File: config.mk
export PLATFORM = sky130hd
export DESIGN_NAME = gf180mcu_osu_sc_gp12t3v3__clken_seq_flat
export DESIGN_NICKNAME = d
export VERILOG_FILES = /design/src/rtl/gf180mcu_osu_sc_gp12t3v3__clken_seq_if.sv /design/src/rtl/gf180mcu_osu_sc_gp12t3v3__clken_seq.sv /design/src/flat_wrapper.sv
export SDC_FILE = /design/constraint.sdc
export NUM_CORES = 1
export LEC_CHECK = 0
export CAP_MARGIN = 20
export CORE_ASPECT_RATIO = 1.4
export CORE_MARGIN = 5
export CORE_UTILIZATION = 55
export CTS_CLUSTER_DIAMETER = 30
export CTS_CLUSTER_SIZE = 12
export DETAILED_ROUTE_END_ITERATION = 8
export PLACE_DENSITY = 0.89
export SYNTH_ARGS = -nofsm -noshare
export SYNTH_HDL_FRONTEND = slang
export SYNTH_SLANG_ARGS = --single-unit
File: constraint.sdc
create_clock -name CLK -period 3.34 [get_ports CLK]
set_input_delay 0.501 -clock CLK [delete_from_list [all_inputs] [get_ports CLK]]
set_output_delay 0.501 -clock CLK [all_outputs]
set_load 0.05 [all_outputs]
File: src/rtl/gf180mcu_osu_sc_gp12t3v3__clken_seq_if.sv
// Purpose : request/status bundle between a controller and the clock-branch enable sequencer.
// Latency : none, this file only groups wires.
// Backpressure: none; REQ_EN/GAP are levels and are sampled only while the sequencer is idle.
// Ports   : REQ_EN/GAP requested mask and stagger gap; EN/BUSY/DONE sequencer status.
interface gf180mcu_osu_sc_gp12t3v3__clken_seq_if #(
   parameter int N     = 4,
   parameter int GAP_W = 4
);
   logic [N-1:0]     REQ_EN;
   logic [GAP_W-1:0] GAP;
   logic [N-1:0]     EN;
   logic             BUSY;
   logic             DONE;

   modport master (output REQ_EN, GAP, input EN, BUSY, DONE);
   modport slave  (input REQ_EN, GAP, output EN, BUSY, DONE);
endinterface

File: src/rtl/gf180mcu_osu_sc_gp12t3v3__clken_seq.sv
// Purpose : walks the clock-branch enable vector toward a requested mask one bit per change,
//           disables before enables, with GAP idle cycles between changes to bound di/dt.
// Latency : first change one edge after acceptance, then one change every GAP+1 edges.
// Backpressure: new requests are ignored while BUSY; IDLE re-samples REQ_EN on every edge.
// Ports   : CLK ungated sequencer clock, RN async active-low reset,
//           bus.REQ_EN/bus.GAP request in, bus.EN/bus.BUSY/bus.DONE registered outputs.
module gf180mcu_osu_sc_gp12t3v3__clken_seq #(
   parameter int N     = 4,
   parameter int GAP_W = 4
) (
   input  logic CLK,
   input  logic RN,
   gf180mcu_osu_sc_gp12t3v3__clken_seq_if.slave bus
);

   typedef enum logic [1:0] {IDLE, STEP, WAIT} state_t;

   localparam logic [N-1:0]     ONE_N = N'(1);
   localparam logic [GAP_W-1:0] ONE_G = GAP_W'(1);

   state_t           state_q, state_d;
   logic [N-1:0]     en_q, en_d;
   logic [N-1:0]     tgt_q, tgt_d;
   logic [GAP_W-1:0] gapq_q, gapq_d;
   logic [GAP_W-1:0] cnt_q, cnt_d;
   logic             busy_q, busy_d;
   logic             done_q, done_d;

   logic [N-1:0]     clr_mask;
   logic [N-1:0]     set_mask;
   logic [N-1:0]     pick;
   logic [N-1:0]     en_flip;

   // Bits still to be cleared take priority over bits to be set; x & -x isolates
   // the lowest-index set bit of each candidate mask.
   always_comb begin
      clr_mask = en_q & ~tgt_q;
      set_mask = ~en_q & tgt_q;
      if (|clr_mask) begin
         pick = clr_mask & (~clr_mask + ONE_N);
      end else begin
         pick = set_mask & (~set_mask + ONE_N);
      end
      en_flip = en_q ^ pick;
   end

   always_comb begin
      state_d = state_q;
      en_d    = en_q;
      tgt_d   = tgt_q;
      gapq_d  = gapq_q;
      cnt_d   = cnt_q;
      busy_d  = busy_q;
      done_d  = 1'b0;
      case (state_q)
         IDLE: begin
            if (bus.REQ_EN != en_q) begin
               tgt_d   = bus.REQ_EN;
               gapq_d  = bus.GAP;
               busy_d  = 1'b1;
               state_d = STEP;
            end
         end
         STEP: begin
            en_d = en_flip;
            if (en_flip == tgt_q) begin
               busy_d  = 1'b0;
               done_d  = 1'b1;
               state_d = IDLE;
            end else if (gapq_q != '0) begin
               // WAIT spends GAPQ edges in total: GAPQ-1 down to 0 inclusive.
               cnt_d   = gapq_q - ONE_G;
               state_d = WAIT;
            end
         end
         WAIT: begin
            if (cnt_q == '0) begin
               state_d = STEP;
            end else begin
               cnt_d = cnt_q - ONE_G;
            end
         end
         default: begin
            state_d = IDLE;
         end
      endcase
   end

   always_ff @(posedge CLK or negedge RN) begin
      if (!RN) begin
         state_q <= IDLE;
         en_q    <= '0;
         tgt_q   <= '0;
         gapq_q  <= '0;
         cnt_q   <= '0;
         busy_q  <= 1'b0;
         done_q  <= 1'b0;
      end else begin
         state_q <= state_d;
         en_q    <= en_d;
         tgt_q   <= tgt_d;
         gapq_q  <= gapq_d;
         cnt_q   <= cnt_d;
         busy_q  <= busy_d;
         done_q  <= done_d;
      end
   end

   assign bus.EN   = en_q;
   assign bus.BUSY = busy_q;
   assign bus.DONE = done_q;

endmodule

File: src/flat_wrapper.sv
// flat-port wrapper written by rule: the top's interface ports become plain ports
module gf180mcu_osu_sc_gp12t3v3__clken_seq_flat 
#(
   parameter int N     = 4,
   parameter int GAP_W = 4
)
  (CLK, RN, bus_REQ_EN, bus_GAP, bus_EN, bus_BUSY, bus_DONE);
  gf180mcu_osu_sc_gp12t3v3__clken_seq_if #(.N(N), .GAP_W(GAP_W)) bus_i ();
  input  logic CLK;
  input  logic RN;
  input wire logic [$bits(bus_i.REQ_EN)-1:0] bus_REQ_EN;
  input wire logic [$bits(bus_i.GAP)-1:0] bus_GAP;
  output wire logic [$bits(bus_i.EN)-1:0] bus_EN;
  output wire logic [$bits(bus_i.BUSY)-1:0] bus_BUSY;
  output wire logic [$bits(bus_i.DONE)-1:0] bus_DONE;
  assign bus_i.REQ_EN = bus_REQ_EN;
  assign bus_i.GAP = bus_GAP;
  assign bus_EN = bus_i.EN;
  assign bus_BUSY = bus_i.BUSY;
  assign bus_DONE = bus_i.DONE;
  gf180mcu_osu_sc_gp12t3v3__clken_seq #(.N(N), .GAP_W(GAP_W)) u_core (.CLK(CLK), .RN(RN), .bus(bus_i));
endmodule
---- After elaboration in Yosys (flattened, before gate mapping) ----
Cells that the tools add are included.
operators by class
  $add $sub $neg .......................... 4
  equal/unequal tests ..................... 11
  muxes and demuxes ....................... 15
  bitwise logic cells ..................... 9
  reduce and logical (&&, ||, !) cells .... 10
operators by type and width
  cell                   count
  $and A4 B4 Y4          4
  $mux W4                4
  $not A4 Y4             4
  $add A4 B1 Y4 const B  2
  $mux W2                4
  $ne A2 B1 Y1 const B   4
  $pmux W4 S2            1
  $sub A4 B1 Y4 const B  2
  $pmux W2 S3            1
  $reduce_and A3 Y1      2
  $eq A4 B4 Y1           1
  $logic_not A4 Y1       1
  $mux W1                4
  $ne A2 B2 Y1 const B   2
  $ne A4 B4 Y1           1
  $reduce_and A4 Y1      1
  $reduce_bool A2 Y1     2
  $reduce_bool A4 Y1     1
  $reduce_or A4 Y1       1
  $xor A4 B4 Y4          1
  $ne A3 B1 Y1 const B   1
  $eq A2 B1 Y1 const B   1
  $eq A2 B2 Y1 const B   1
  $logic_not A2 Y1       1
  other kinds (2)        2
storage, ports and cells
  flip-flop bits (word level) ............. 20
  word-level logic and storage cells ...... 56

---- Longest topological paths before layout ----
Gate-level depths: netlist of run 1.
  depth after elaboration ................. 10
  gate-level depth with buffers ........... 8
  mapped depth without buffers ............ 8

---- Worst setup path before layout of run 1 ----
No wires, ideal clock.
  path kind ............................... reg-to-reg
  from .................................... register u_core.en_q[2] (netlist: u_core.bus.EN[2])
  to ...................................... register u_core.cnt_q[0]
  setup time .............................. 125 ps
  arrival ................................. 2062 ps
  data required time ...................... 3215 ps
  slack ................................... 1153 ps
  cell stages (with the launch flop) ...... 8
  buffers on the path ..................... 1
  clock period less this slack ............ 2187 ps
  cells stage by stage .................... dfrtp_1 > buf_6 > xor2_1 > a221oi_2 > o211ai_2 > a211oi_4 > o21ai_2 > mux2_4
on the way
  longest elaborated chain between the ends .. 10
  elaborated cells on any way between the ends .. 15
  those cells by class .................... add/sub: 2; eq/ne: 2; mux: 1; bitwise: 8; reduce/logical: 2
ends and longest elaborated chain
  element                               line                                        text
  start: declaration                    gf180mcu_osu_sc_gp12t3v3__clken_seq.sv:22   logic [N-1:0] en_q, en_d;
  start signal: assignment              gf180mcu_osu_sc_gp12t3v3__clken_seq.sv:100  en_q <= en_d;
  $not A4 Y4                            gf180mcu_osu_sc_gp12t3v3__clken_seq.sv:38   set_mask = ~en_q & tgt_q;
  $and A4 B4 Y4                         gf180mcu_osu_sc_gp12t3v3__clken_seq.sv:38
  $not A4 Y4                            gf180mcu_osu_sc_gp12t3v3__clken_seq.sv:42   pick = set_mask & (~set_mask + ONE_N);
  $add A4 B1 Y4                         gf180mcu_osu_sc_gp12t3v3__clken_seq.sv:42
  $and A4 B4 Y4                         gf180mcu_osu_sc_gp12t3v3__clken_seq.sv:42
  $mux W4                               gf180mcu_osu_sc_gp12t3v3__clken_seq.sv:39   if (|clr_mask) begin
  $xor A4 B4 Y4 *                       gf180mcu_osu_sc_gp12t3v3__clken_seq.sv:44   en_flip = en_q ^ pick;
  $eq A4 B4 Y1 *                        gf180mcu_osu_sc_gp12t3v3__clken_seq.sv:66   if (en_flip == tgt_q) begin
  $ne A2 B2 Y1 (no source line) *       --
  $reduce_and A4 Y1 (no source line) *  --
  end signal: assignment                gf180mcu_osu_sc_gp12t3v3__clken_seq.sv:103  cnt_q <= cnt_d;
  end: declaration                      gf180mcu_osu_sc_gp12t3v3__clken_seq.sv:25   logic [GAP_W-1:0] cnt_q, cnt_d;
Mark *: on every way between the ends. The rest lies on a longest branch, timed or not.
A chain may end at the register's enable or synchronous reset.

---- Final worst setup path of run 1 ----
  from .................................... register u_core.en_q[1] (netlist: u_core.bus.EN[1])
  to ...................................... output bus_EN[1]
RTL lines
  element           line                text
  end: declaration  flat_wrapper.sv:13  output wire logic [$bits(bus_i.EN)-1:0] bus_EN;
No word-level cell between the ends.

==> flow_summary.yaml, run 1 <==
status:
  outcome: "finished, final reports clean"
setup_path:
  slowest_delay_ns: 0.87
  cp_data_required_time_ns: 2.84
  path_delay_family: "buffers and inverters"
  worst-r2r-cell-count: 8
  critPathLaunchType: "register"
  critPathKind: "register to output port"
  cpMaxStageDelayCell: "clkdlybuf4s50_1"
  crit_path_cell_trace: "clkdlybuf4s50_1"
  cp-end-kind: "output port"
  cp_num_buf_inv: 1
  arrival_ns: 1.72
  critPathMaxFanout: 9
  r2r_start: "u_core.state_q[1]"
  timing.rr.end: "u_core.cnt_q[2]"
  r2r_slack_ns: 1.19
die:
  fp-row-count: 20
  die_area_um2: 3276
  core_area_um2: 2152
  fp.dieW_um: 49.83
  boundaryPins: 16
  start_util: 0.5674
  die_h_um: 65.75
timing:
  timing.final.max_slew_violations: 0
  setup_violations: 0
  finalClockSkew_ns: 0.002011
  slew_headroom: 0.4205
  fin_crit_sh: 0.6664
  rsz0062_at_grt: "false"
  setup_tns_ns: 0
  fmax_mhz: 449.3
  hold_violations: 0
  tightestPinTransition_ns: 0.8666
  period_needed_ns: 2.226
detailed_routing:
  dr_total_vias: 958
  first_pass_iters: 4
  routed_wl_mm: 2.582
  via_per_inst: 6.221
  highest_layer: "met4"
  drt-wirelength-per-cell_um: 16.77
  antenna_left: 0
  dr_wl_met3_um: 113
  drt_iter0_markers: 17
  drc_errors: 0
  met2_length_mm: 1.489
  wl_met1_um: 890
clock_tree:
  hold_buffers: 0
  cts_sinks: 20
  post-cts-setup-buffers: 0
  cts_tree: "yes"
  clk_pin_slew_ns: 0.11
  cts_resized: 0
  cts_buffers: 3
  cts_buffer_depth: 2
  htree_num_levels: 1
  root_buffer: "clkbuf_4"
  clk_latency_ns: 0.31
final_layout:
  regArea_um2: 500.5
  nets: 144
  fillers: 183
  multi_input_area_um2: 649.4
  mostFrequentLayoutCells: "dfrtp_1 (20), clkdlybuf4s50_1 (15), mux2_2 (9)"
  layout-drive-gt1-share: 0.1970
  fin_util: 0.6517
  final_common_cell: "dfrtp_1"
  insertedDiodeCount: 0
  syn_to_final_growth_pct: 14.86
global_routing:
  grt_pass1_wl_mm: 4.353
  grt_pass1_vias: 1045
  grt_overflow_total: 0
  antenna_found_initial: 0
  grtUsageTotal: 0.1720
  grt_max_degree: 21
synthesis:
  yosysWarnings: 0
  synth_area_leaders: "dfrtp_1 (41%), mux2_2 (8.3%), xor2_1 (5.0%)"
  syn_inst: 118
  seq_area_frac_synth: 0.4098
  synthFlopType: "dfrtp_1"
  syn_area_per_cell_um2: 10.35
  netlist-cell-type-count: 41
  synth.top_cell.area_share: 0.4098
  synth-async-reset-ratio: 1.000
  synth_area_um2: 1221
  synth_area_leader_cell: "dfrtp_1"
  ys_ff_latch: 20
  synth_edf_count: 0
  synthesis.nets: 129
power:
  powerDensity_nw_per_um2: 1152
  p_total_w: 0.001616
  leakagePower_nw: 0.5797
  ir_drop_mv: 0.6980
min_path:
  holdPathEnd: "u_core.gapq_q[1]"
  hp-class: "register to register"
  whs_path_depth: 1
  min_from: "u_core.gapq_q[1]"
placed_design:
  place.detailed.hpwl_mm: 1.996
  gp_congestion: 0.8669
  portBuffers: 15
job:
  max-cap-violations: 0
## layout make-up
cell class                 count  share of cell area
clock inverter                 1             0.02141
sequential                    20              0.3568
timing repair buffer          15              0.1070
clock buffer                   3             0.01606
inverter                       6             0.01606
multi-input combinational     87              0.4630
tap                           22             0.01963
## synth_stat cells, drive strengths merged (2+ instances only)
master and instances:
nor2 7, xor2 7, or3 2, nor3 5, dfrtp 20, o21ai 7, inv 6, nand2 8
mux2 10, a21oi 3, nor4 5, mux2i 4, a211oi 2, nor2b 2, buf 4, or2b 3
a31oi 2, nand3 3, o22ai 2
## metrics by stage
stage               std cells  hold WS [ns]  setup slack [ns]  instance area, um^2
floorplan                 118        0.2054             1.153                 1221
finish                    154        0.5559             1.114                 1403
global route              154        0.5802             1.023                 1403
detailed placement        150        0.5272            0.9716                 1350
CTS                       154        0.5576             1.107                 1403
global placement          150        0.5215             1.050                 1350
## worst max-delay path by stage
stage	startpoint	to	slack, ns	cells past startpoint
floorplan	u_core.bus.EN[2]	u_core.cnt_q[0]	1.15	7
global placement	bus_REQ_EN[1]	u_core.tgt_q[1]	1.05	5
detailed placement	bus_REQ_EN[1]	u_core.tgt_q[3]	0.97	5
CTS	u_core.bus.EN[1]	bus_EN[1]	1.11	1
global route	u_core.bus.EN[1]	bus_EN[1]	1.02	1
finish	u_core.bus.EN[1]	bus_EN[1]	1.11	1
## report_power, final
group / switching (W) / leakage (nW) / internal (W)
registers: 0.000159 / 0.237 / 0.000359
logic: 0.000503 / 0.315 / 0.000397
clock network: 0.0000761 / 0.0279 / 0.000121
## flip-flops by register name, indices dropped and copies added, names as in the netlist
register	count
u_core.gapq_q	4
u_core.bus.DONE	1
u_core.tgt_q	4
u_core.bus.EN	4
u_core.state_q	2
u_core.bus.BUSY	1
u_core.cnt_q	4
## metal layers
| metal | vias to the layer above | GRT usage |
|---|---|---|
| met5 | - | 0 |
| met4 | 0 | 0.1311 |
| met3 | 9 | 0.02494 |
| met2 | 31 | 0.3280 |
| met1 | 463 | 0.1556 |
| li1 | 455 | - |
## cell families after synthesis
kind of cell,synth area share
AOI/OAI and AO/OA,0.1598
adders and majority gates,0.01024
and+or+nand+nor,0.1762
buffers and inverters,0.05839
muxes,0.1281
xor gates and xnor gates,0.05738
DFF,0.4098
Power figures use the tool's default switching activity.
==> run 2: changes to the inputs <==
- CORE_UTILIZATION: 55 -> 54
- PLACE_DENSITY: 0.89 -> 0.87
- clock period: 3.34 -> 2.3 ns (I/O delays scaled with it)
==> run 2 against run 1 <==
- clock-buffer cell count increased by 1
- via count increased by 1.5%
- global-route usage decreased by 1.1 points
- utilization decreased by 0.81 points
- critical endpoint is now u_core.cnt_q[0]
==> flow_summary.yaml, run 2 (synthesis results as in run 1) <==
global_routing:
  grt_pass1_vias: 971
  grt_pass1_wl_mm: 4.174
  grt_overflow_total: 0
  grtUsageTotal: 0.1608
  antenna_found_initial: 0
  grt_max_degree: 21
final_layout:
  fillers: 165
  mostFrequentLayoutCells: "dfrtp_1 (20), clkdlybuf4s50_1 (15), mux2_2 (9)"
  design_area_um2: 1401
  syn_to_final_growth_pct: 14.75
  insertedDiodeCount: 0
  layout-drive-gt1-share: 0.2090
  final_common_cell: "dfrtp_1"
  fin_util: 0.6437
  nets: 146
placed_design:
  place.detailed.hpwl_mm: 1.906
  placed_area_um2: 1365
  portBuffers: 15
  gp_congestion: 0.8574
clock_tree:
  post-cts-setup-buffers: 0
  root_buffer: "clkbuf_4"
  hold_buffers: 0
  clk_pin_slew_ns: 0.11
  cts_buffers: 3
  cts_buffer_depth: 2
  cts_sinks: 20
  cts_tree: "yes"
  clk_latency_ns: 0.31
  htree_num_levels: 1
  cts_resized: 0
setup_path:
  cp-end-kind: "register"
  cpMaxStageDelayCell: "dfrtp_1"
  worst-r2r-cell-count: 6
  timing.rr.end: "u_core.cnt_q[0]"
  r2r_start: "u_core.bus.EN[2]"
  cp_data_required_time_ns: 2.51
  critPathLaunchType: "register"
  critPathKind: "register to register"
  path_delay_family: "compound AO/OA/AOI/OAI gates"
  arrival_ns: 2.33
  r2r_slack_ns: 0.18
  slowest_delay_ns: 0.49
  critPathMaxFanout: 8
  cp_num_buf_inv: 0
  crit_path_cell_trace: "xor2_1 -> a221oi_2 -> o211ai_2 -> a211oi_4 -> o21ai_2 -> mux2_4"
detailed_routing:
  antenna_left: 0
  routed_wl_mm: 2.515
  via_per_inst: 6.231
  drt-wirelength-per-cell_um: 16.12
  dr_total_vias: 972
  first_pass_iters: 4
  drc_errors: 0
  drt_iter0_markers: 22
timing:
  period_needed_ns: 2.119
  setup_tns_ns: 0
  slew_headroom: 0.6633
  fmax_mhz: 471.8
  timing.final.max_slew_violations: 0
  hold_violations: 0
  setup_violations: 0
  finalClockSkew_ns: 0.001848
  fin_crit_sh: 0.9215
  rsz0062_at_grt: "false"
  tightestPinTransition_ns: 0.4986
die:
  die_h_um: 66.27
  core_area_um2: 2177
  boundaryPins: 16
  start_util: 0.5609
  fp.dieW_um: 50.19
  die_area_um2: 3326
  fp-row-count: 20
power:
  p_total_w: 0.002264
  powerDensity_nw_per_um2: 1616
  ir_drop_mv: 0.8239
  leakagePower_nw: 0.5828
status:
  outcome: "finished, final reports clean"
job:
  max-cap-violations: 0
min_path:
  hp-class: "input pin to async pin"
## run 2: per-stage QoR
step | std cells | hold slack (ns) | setup WS, ns
floorplan | 118 | 0.04941 | 0.1130
global placement | 152 | 0.5235 | 0.1873
detailed placement | 152 | 0.5252 | 0.1245
CTS | 156 | 0.3586 | 0.2011
global route | 156 | 0.3720 | 0.06727
finish | 156 | 0.3551 | 0.1807
## run 2: layout make-up
type                            instances  area [um^2]  area share
Sequential cell                        20        500.5      0.3571
Inverter                                6        22.52     0.01607
Tap cell                               22        27.53     0.01964
Clock buffer                            4        36.28     0.02589
Multi-Input combinational cell         87        649.4      0.4634
Timing Repair Buffer                   17        165.2      0.1179
## run 2: power by group
part	total [W]	leakage, nW	switching, W	internal (W)
registers	0.000764	0.237	0.000243	0.000521
clock network	0.000207	0.0210	0.000110	0.0000968
logic	0.00129	0.325	0.000707	0.000586
total	0.00226	0.583	0.00106	0.00120
## run 2: worst max path at each step
stage                                 from         endpoint  slack [ns]  cells past startpoint
after floorplan           u_core.bus.EN[2]  u_core.cnt_q[0]        0.11                      7
after global placement       bus_REQ_EN[1]  u_core.tgt_q[2]        0.19                      5
after detailed placement     bus_REQ_EN[1]  u_core.tgt_q[1]        0.12                      5
after CTS                 u_core.bus.EN[1]        bus_EN[1]        0.20                      1
after global routing      u_core.bus.EN[2]  u_core.cnt_q[0]        0.07                      6
final                     u_core.bus.EN[2]  u_core.cnt_q[0]        0.18                      6
## run 2: per-layer routing
layer | global-route usage | up-vias | part of all wire
li1 | - | 463 | -
met1 | 0.1712 | 474 | 0.39
met2 | 0.2972 | 29 | 0.54
met3 | 0.02257 | 6 | 0.054
met4 | 0.08197 | 0 | 0.017
met5 | 0 | - | 0
==> run 3: changes to the inputs <==
==> constraint.sdc (replaced) <==
create_clock -name CLK -period 2.3 [get_ports CLK]
set_input_delay 0.345 -clock CLK [delete_from_list [all_inputs] [get_ports CLK]]
set_output_delay 0.345 -clock CLK [all_outputs]
set_load 0.005 [all_outputs]
==> results of run 3 <==
The final DEF is identical to that of run 2. Status: finished, final reports clean.
Main changes from that run: total power 0.002264 W -> 0.002144 W; worst IR drop on VDD 0.8239 mV -> 0.8216 mV
